==> config.mk <==
export PLATFORM = sky130hd
export DESIGN_NAME = uart_rx_core
export DESIGN_NICKNAME = d
export VERILOG_FILES = /design/src/rtl/uart_rx_core.sv
export SDC_FILE = /design/constraint.sdc
export NUM_CORES = 1
export LEC_CHECK = 0
export CORE_UTILIZATION = 55
export CTS_CLUSTER_DIAMETER = 150
export DETAILED_ROUTE_END_ITERATION = 10
export GPL_ROUTABILITY_DRIVEN = 0
export PLACE_DENSITY_LB_ADDON = 0.1
export SLEW_MARGIN = 20
export SYNTH_ARGS = -nofsm -noshare
export SYNTH_HDL_FRONTEND = slang
export SYNTH_SLANG_ARGS = --single-unit
==> constraint.sdc <==
create_clock -name clk -period 2.1 [get_ports clk]
set_clock_uncertainty 0.05 [all_clocks]
set_input_delay 0.21 -clock clk [delete_from_list [all_inputs] [get_ports clk]]
set_output_delay 0.21 -clock clk [all_outputs]
set_load 0.1 [all_outputs]
==> src/rtl/uart_rx_core.sv <==
// UART 8N1 receiver: synchronizes the serial line, centres on each bit and
// presents the byte with a one-cycle valid strobe; bad stop bits pulse o_frame_err.
module uart_rx_core #(
    parameter int CLKS_PER_BIT = 434,
    parameter int HALF_BIT     = (CLKS_PER_BIT - 1) / 2
) (
    input  logic       clk,
    input  logic       rst_n,
    input  logic       i_rx_d,
    output logic [7:0] o_rx_d,
    output logic       o_rx_valid,
    output logic       o_frame_err,
    output logic       o_busy
);

    // state | meaning
    // IDLE  | waiting for a high-to-low edge on the synchronized line
    // START | counting to mid start bit, then confirming it is still low
    // DATA  | sampling 8 data bits, LSB first, one per bit period
    // STOP  | sampling the stop bit and reporting byte or framing error
    typedef enum logic [1:0] {IDLE, START, DATA, STOP} state_t;

    localparam int              CNT_W    = $clog2(CLKS_PER_BIT);
    localparam logic [CNT_W-1:0] CNT_HALF = CNT_W'(HALF_BIT);
    localparam logic [CNT_W-1:0] CNT_LAST = CNT_W'(CLKS_PER_BIT - 1);

    state_t           r_state;
    logic [CNT_W-1:0] r_cnt;
    logic [2:0]       r_bidx;
    logic [7:0]       r_sh;
    logic             r_rx_m;
    logic             r_rx_s;
    logic             r_rx_p;

    // Line idles high, so the synchronizer resets to 1 to avoid a false start.
    always_ff @(posedge clk or negedge rst_n) begin
        if (!rst_n) begin
            r_rx_m <= 1'b1;
            r_rx_s <= 1'b1;
            r_rx_p <= 1'b1;
        end else begin
            r_rx_m <= i_rx_d;
            r_rx_s <= r_rx_m;
            r_rx_p <= r_rx_s;
        end
    end

    always_ff @(posedge clk or negedge rst_n) begin
        if (!rst_n) begin
            r_state     <= IDLE;
            r_cnt       <= '0;
            r_bidx      <= 3'd0;
            r_sh        <= 8'h00;
            o_rx_d      <= 8'h00;
            o_rx_valid  <= 1'b0;
            o_frame_err <= 1'b0;
        end else begin
            o_rx_valid  <= 1'b0;
            o_frame_err <= 1'b0;
            case (r_state)
                IDLE: begin
                    r_cnt <= '0;
                    if (r_rx_p && !r_rx_s) begin
                        r_state <= START;
                    end
                end
                START: begin
                    if (r_cnt == CNT_HALF) begin
                        r_cnt <= '0;
                        if (!r_rx_s) begin
                            r_state <= DATA;
                            r_bidx  <= 3'd0;
                        end else begin
                            r_state <= IDLE;
                        end
                    end else begin
                        r_cnt <= r_cnt + 1'b1;
                    end
                end
                DATA: begin
                    if (r_cnt == CNT_LAST) begin
                        r_cnt <= '0;
                        r_sh  <= {r_rx_s, r_sh[7:1]};
                        if (r_bidx == 3'd7) begin
                            r_state <= STOP;
                        end else begin
                            r_bidx <= r_bidx + 3'd1;
                        end
                    end else begin
                        r_cnt <= r_cnt + 1'b1;
                    end
                end
                STOP: begin
                    if (r_cnt == CNT_LAST) begin
                        r_cnt   <= '0;
                        r_state <= IDLE;
                        if (r_rx_s) begin
                            o_rx_d     <= r_sh;
                            o_rx_valid <= 1'b1;
                        end else begin
                            o_frame_err <= 1'b1;
                        end
                    end else begin
                        r_cnt <= r_cnt + 1'b1;
                    end
                end
                default: begin
                    r_state <= IDLE;
                    r_cnt   <= '0;
                end
            endcase
        end
    end

    assign o_busy = (r_state != IDLE);

endmodule
==> metrics, run 1 <==
initial drt markers=2; Static Leak=0.9259 nW; largest net degree at the start of global routing=36; share of the synthesized area in the top cell type=51.82%; PD cells=835.7 mW/mm2; Final Hold Fails=0; min Tclk post-route=1.924 ns; antenna diode count=0; Comb power frac=13.2%; cell taking the most area after synthesis=dfrtp_1; Core Region=0.002567 mm2; Mapped Area=0.001545 mm2; area delta synth->final=14.49%; Die H=55.01 um; WL/cell=15.10 um; DRT antenna net count=0; syn_area_per_cell=13.67 um2; clock share of power=32.6%; CTS clock-pin slew for the worst setup and hold paths=0.12 ns; Post-Place Worst Slack=0.1750 ns; Crit Path Category=reg -> reg; postcts setup bufs=0; commonest non-fill, non-tap cell in the layout=dfrtp_1; vias in the first global route=868; sequential share of the synthesized area=56.92%; CTS hold repair buffers=0; Final WS setup=0.1757 ns; RSZ-0062 raised after global routing=false; WP data arrival=2.12 ns; final wirelength=2476 um; Num CTS Buffers=5; Initial Utilization=60.19%; Startpoint Class=flip-flop; clk root buf=clkbuf_4; I/O Buffers=13; switching power=0.0004198 W; global route total overflow=0; setup TNS=0 ns; Setup Viol. Count Final=0; syn_nets=121; # DRC=0; die width=55.01 um; most frequent cells in the layout=dfrtp_1, mux2_2, nor2_1, buf_4; switching fraction of total power=28.39%; first-pass GRT wire length=3877 um; #FFs+latches synth=35; Max-Cap Viols=0; row count=18; CTS sink count=35; Slew headroom=71.25%; placed cell count=156; initial antenna violation count=0; Internal Power=0.001059 W; post-synth cell types=33; nets=141; Non-Filler Instances=164; layout cells sized above 1=38.06%; cts repair resizes=0; Die Area=0.003026 mm2; highest clock rate=519.7 MHz; H-Tree Depth=2; # fillers=198; Sequential Power Share=54.2%; CP Capture Type=flip-flop; Total GRT Usage=19.48%; router iterations before antenna repair=2; Slew @ Worst Pin=0.4312 ns; TritonCTS clock tree=built; ranking of synthesized cells by area=dfrtp_1, mux2_2, dfstp_2, ha_1, nor2_1; reg2reg setup slack=0.18 ns; VDD IR-drop max=1022 uV; Via-to-Cell Ratio=5.530; WP data required=2.29 ns; Hold WC Path Type=in -> async; Ports=14; Max Root-Sink Buffers=2; via count=907; critical path peak fanout=9; final core area utilization=68.91%; status=complete, no violations; Synth Instances=113; clock latency on the worst-skew pair=0.35 ns; Max Slew Vio Count=0; Final Cycle Share=91.63%; hpwl dp=1734 um; yosys warns=0
## power by group through the flow
stage               sequential (W)  clock, W  combinational, W
finish                    0.000802  0.000482          0.000195
global route              0.000811  0.000519          0.000229
CTS                       0.000801  0.000497          0.000197
detailed placement        0.000815         0          0.000195
global placement          0.000811         0          0.000189
floorplan                 0.000795         0          0.000146
## metal layers
layer  global-route usage [%]  share of wire (%)  wire length, um
met1                    25.40                 48             1182
met3                    8.197                3.6               88
met5                        0                  0                0
met4                    7.500               0.73               18
met2                    28.71                 48             1186
## flip-flops by register name (all words and copies together) (netlist names), named ones only
| signal | flops |
|---|---|
| o_frame_err | 1 |
| r_bidx | 3 |
| o_rx_valid | 1 |
| r_rx_m | 1 |
| r_cnt | 9 |
| r_state | 1 |
| r_rx_s | 1 |
| r_sh | 8 |
| o_rx_d | 8 |
| r_rx_p | 1 |
## cell usage after synthesis
cell type,number
a41o_1,1
nor2b_2,1
a21oi_2,1
nand4_4,1
nand2_1,2
nor3_2,1
nand4_1,2
nand2b_1,1
xor2_1,3
nor4_1,1
nand3_1,4
dfstp_2,3
buf_2,1
and4_1,1
ha_1,5
nor2b_1,1
o22ai_1,1
dfrtp_1,32
and4bb_2,1
inv_1,4
or2_2,1
a22o_1,2
nor2_8,2
and4_4,1
and2_2,1
xnor2_1,4
a311oi_1,1
nor2_1,12
a311o_1,1
and4bb_4,1
mux2_2,17
nor3b_1,2
a21o_1,1
## path summary, 6_finish.rpt
check / cells past startpoint / end / from
worst max-delay path: 6 / o_rx_d[4]$_DFFE_PN0P_ / r_cnt[1]$_DFF_PN0_
worst min-delay path: 2 / r_sh[4]$_DFFE_PN0P_ / rst_n
worst max register to register: 6 / o_rx_d[4]$_DFFE_PN0P_ / r_cnt[1]$_DFF_PN0_
worst min register to register: 0 / r_rx_s$_DFF_PN1_ / r_rx_m$_DFF_PN1_
max in group asynchronous: 2 / r_rx_m$_DFF_PN1_ / rst_n
min in group clk: 1 / r_rx_m$_DFF_PN1_ / i_rx_d
## layout make-up
cell class	instances	area, um2	area share [%]
clock buffers	5	37.54	2.122
clock inverters	3	43.79	2.475
inverters	4	15.01	0.8487
multi-input cells	73	645.6	36.49
flip-flops and latches	35	879.6	49.72
well taps	30	37.54	2.122
repair buffers	14	110.1	6.223
## logic make-up (layout without fill, tap and decap cells)
logic type / after synthesis / in the layout / synth area share (%)
AO/OA/AOI/OAI: 8 / 8 / 4.454
multiplexers: 17 / 17 / 12.39
flip-flops: 35 / 35 / 56.92
XOR/XNOR: 7 / 7 / 3.968
buffers and inverters: 5 / 26 / 1.295
adder cells (fa/ha/maj): 5 / 5 / 4.049
AND/OR/NAND/NOR: 36 / 36 / 16.92
## per-stage QoR
| stage | hold WS, ns | area (um2) | power [W] |
|---|---|---|---|
| 4_1_cts | 0.2128 | 1769 | 0.001495 |
| 2_1_floorplan | -0.1356 | 1545 | 0.0009413 |
| 6_report | 0.2078 | 1769 | 0.001479 |
| 3_3_place_gp | 0.2955 | 1688 | 0.001000 |
| 5_1_grt | 0.2263 | 1769 | 0.001558 |
| 3_5_place_dp | 0.3044 | 1688 | 0.001010 |
## critical path, stage by stage (launching register included)
cell	delay [ns]
dfrtp_1	0.42
inv_1	0.09
ha_1	0.14
and4bb_4	0.26
nand4_4	0.23
nor2_8	0.26
mux2_2	0.37
(Power assumes the default switching activity.)
==> inputs of run 2 (changes only) <==
- CORE_MARGIN: default -> 5
==> metrics, run 2 (synthesis gave the netlist of run 1 again) <==
status=complete, no violations; Slew @ Worst Pin=0.4431 ns (+0.01195 ns); highest clock rate=530.0 MHz (+2.0%); Non-Filler Instances=165 (+0.61%); Total GRT Usage=14.13% (-5.3 points); Final WS setup=0.2133 ns (+0.03755 ns); Hold WC Path Type=in -> reg; first-pass GRT wire length=4422 um (+14%); WP data arrival=2.07 ns (-0.05 ns); Setup Viol. Count Final=0 (unchanged); via count=899 (-0.88%); max reg flops=9 (unchanged); Static Leak=0.9090 nW (-1.8%); placed cell count=157 (+0.64%); Max Slew Vio Count=0 (unchanged); critical path peak fanout=9 (unchanged); nets=141 (unchanged); Final Cycle Share=89.84% (-1.8 points); WP data required=2.29 ns (about the same); CTS hold repair buffers=0 (unchanged); row count=19 (+1); cts repair resizes=0 (unchanged); hpwl dp=1660 um (-4.3%); TritonCTS clock tree=built; # fillers=219 (+11%); final core area utilization=63.75% (-5.2 points); RSZ-0062 raised after global routing=false; initial antenna violation count=0 (unchanged); Max Root-Sink Buffers=2 (unchanged); WL/cell=14.33 um (-5.1%); # DRC=0 (unchanged); Design Power=0.001344 W (-9.1%); cells along the critical path=inv_1 -> ha_1 -> and4bb_4 -> nand4_4 -> nor2_8 -> mux2_2; Num CTS Buffers=5 (unchanged); VDD IR-drop max=688.8 uV (-33%); CTS clock-pin slew for the worst setup and hold paths=0.10 ns (-0.02 ns); Die Area=0.003970 mm2 (+31%); router iterations before antenna repair=4 (+2); final wirelength=2364 um (-4.5%); Initial Utilization=56.52% (-3.7 points); initial drt markers=46 (+44); CTS sink count=35 (unchanged); Post-Place Worst Slack=0.2156 ns (+0.04057 ns); RR Startpoint=r_cnt[1]$_DFF_PN0_; area delta synth->final=12.79%; Core Region=0.002734 mm2 (+6.5%); Slew headroom=70.46% (-0.80 points); Crit Path Category=reg -> reg; commonest non-fill, non-tap cell in the layout=dfrtp_1; DRT antenna net count=0 (unchanged); layout cells sized above 1=37.31% (-0.75 points); Via-to-Cell Ratio=5.448 (-1.5%); I/O Buffers=13 (unchanged); Startpoint Class=flip-flop; Worst setup startpoint=r_cnt[1]$_DFF_PN0_; slowest stage delay, CP=0.41 ns (about the same); H-Tree Depth=2 (unchanged); Max-Cap Viols=0 (unchanged); Largest regs=r_cnt (9), o_rx_d (8), r_sh (8); Final Hold Fails=0 (unchanged); PD cells=770.9 mW/mm2 (-7.8%); min Tclk post-route=1.887 ns (-0.03755 ns); Ports=14 (unchanged); slowest stage cell, crit path=dfrtp_1; antenna diode count=0 (unchanged); most frequent cells in the layout=dfrtp_1, mux2_2, nor2_1, buf_4; largest net degree at the start of global routing=36 (unchanged); Die H=63.01 um (+15%); postcts setup bufs=0 (unchanged); clk root buf=clkbuf_4; CP Capture Type=flip-flop; Largest Register=r_cnt; global route total overflow=0 (unchanged); hold_sp=i_rx_d; clock latency on the worst-skew pair=0.34 ns (about the same); setup TNS=0 ns (unchanged); vias in the first global route=962 (+11%); die width=63.01 um (+15%)
-- run 2: cell types whose count changed in the layout (fill, tap and decap cells not counted) --
cell,before,now
clkbuf_1,0,1
bufinv_16,1,0
clkinv_4,1,0
clkinvlp_4,0,1
-- run 2: path summary, 6_finish.rpt --
| kind | endpoint | slack, ns | cells after the start |
|---|---|---|---|
| max | o_rx_d[3]$_DFFE_PN0P_ | 0.21 | 6 |
| min | r_rx_m$_DFF_PN1_ | 0.21 | 1 |
| max reg2reg | o_rx_d[3]$_DFFE_PN0P_ | 0.21 | 6 |
| min reg2reg | r_rx_s$_DFF_PN1_ | 0.31 | 0 |
| max in group asynchronous | r_rx_m$_DFF_PN1_ | 1.45 | 2 |
| min in group asynchronous | o_frame_err$_DFF_PN0_ | 0.22 | 2 |
-- run 2: per-stage QoR --
step	instance area, um2	hold slack (ns)
after detailed placement	1689	0.3013
after global placement	1689	0.2963
after CTS	1743	0.1987
after floorplan	1545	-0.1356
final	1743	0.2129
after global routing	1743	0.1850
-- run 2: layout make-up --
cell class | count | area (um2) | share of cell area, %
multi-input cells | 73 | 645.6 | 37.04
clock buffers | 6 | 41.29 | 2.369
repair buffers | 14 | 110.1 | 6.317
flip-flops and latches | 35 | 879.6 | 50.47
clock inverters | 2 | 12.51 | 0.7179
well taps | 31 | 38.79 | 2.225
inverters | 4 | 15.01 | 0.8615
-- run 2: worst max-delay path, delay by kind of cell, from the launching register on --
family	cells	cell delay (ns)
AND/OR/NAND/NOR	3	0.74
flip-flops	1	0.41
multiplexers	1	0.36
adder cells (fa/ha/maj)	1	0.14
buffers and inverters	1	0.08
-- run 2: power breakdown --
group | switching [W] | internal (W) | total [W]
Sequential | 0.0000756 | 0.000727 | 0.000802
Combinational | 0.000113 | 0.0000797 | 0.000193
Clock | 0.000220 | 0.000129 | 0.000349
-- run 2: metal layers --
metal  GRT usage, %  wire [um]  up-vias  share of wire, %
li1               -          -      439                 -
met1          17.40       1102      438                47
met2          21.28       1100       16                47
met3          6.115        119        6               5.0
met4          6.366         41        0               1.7
met5              0          0        -                 0
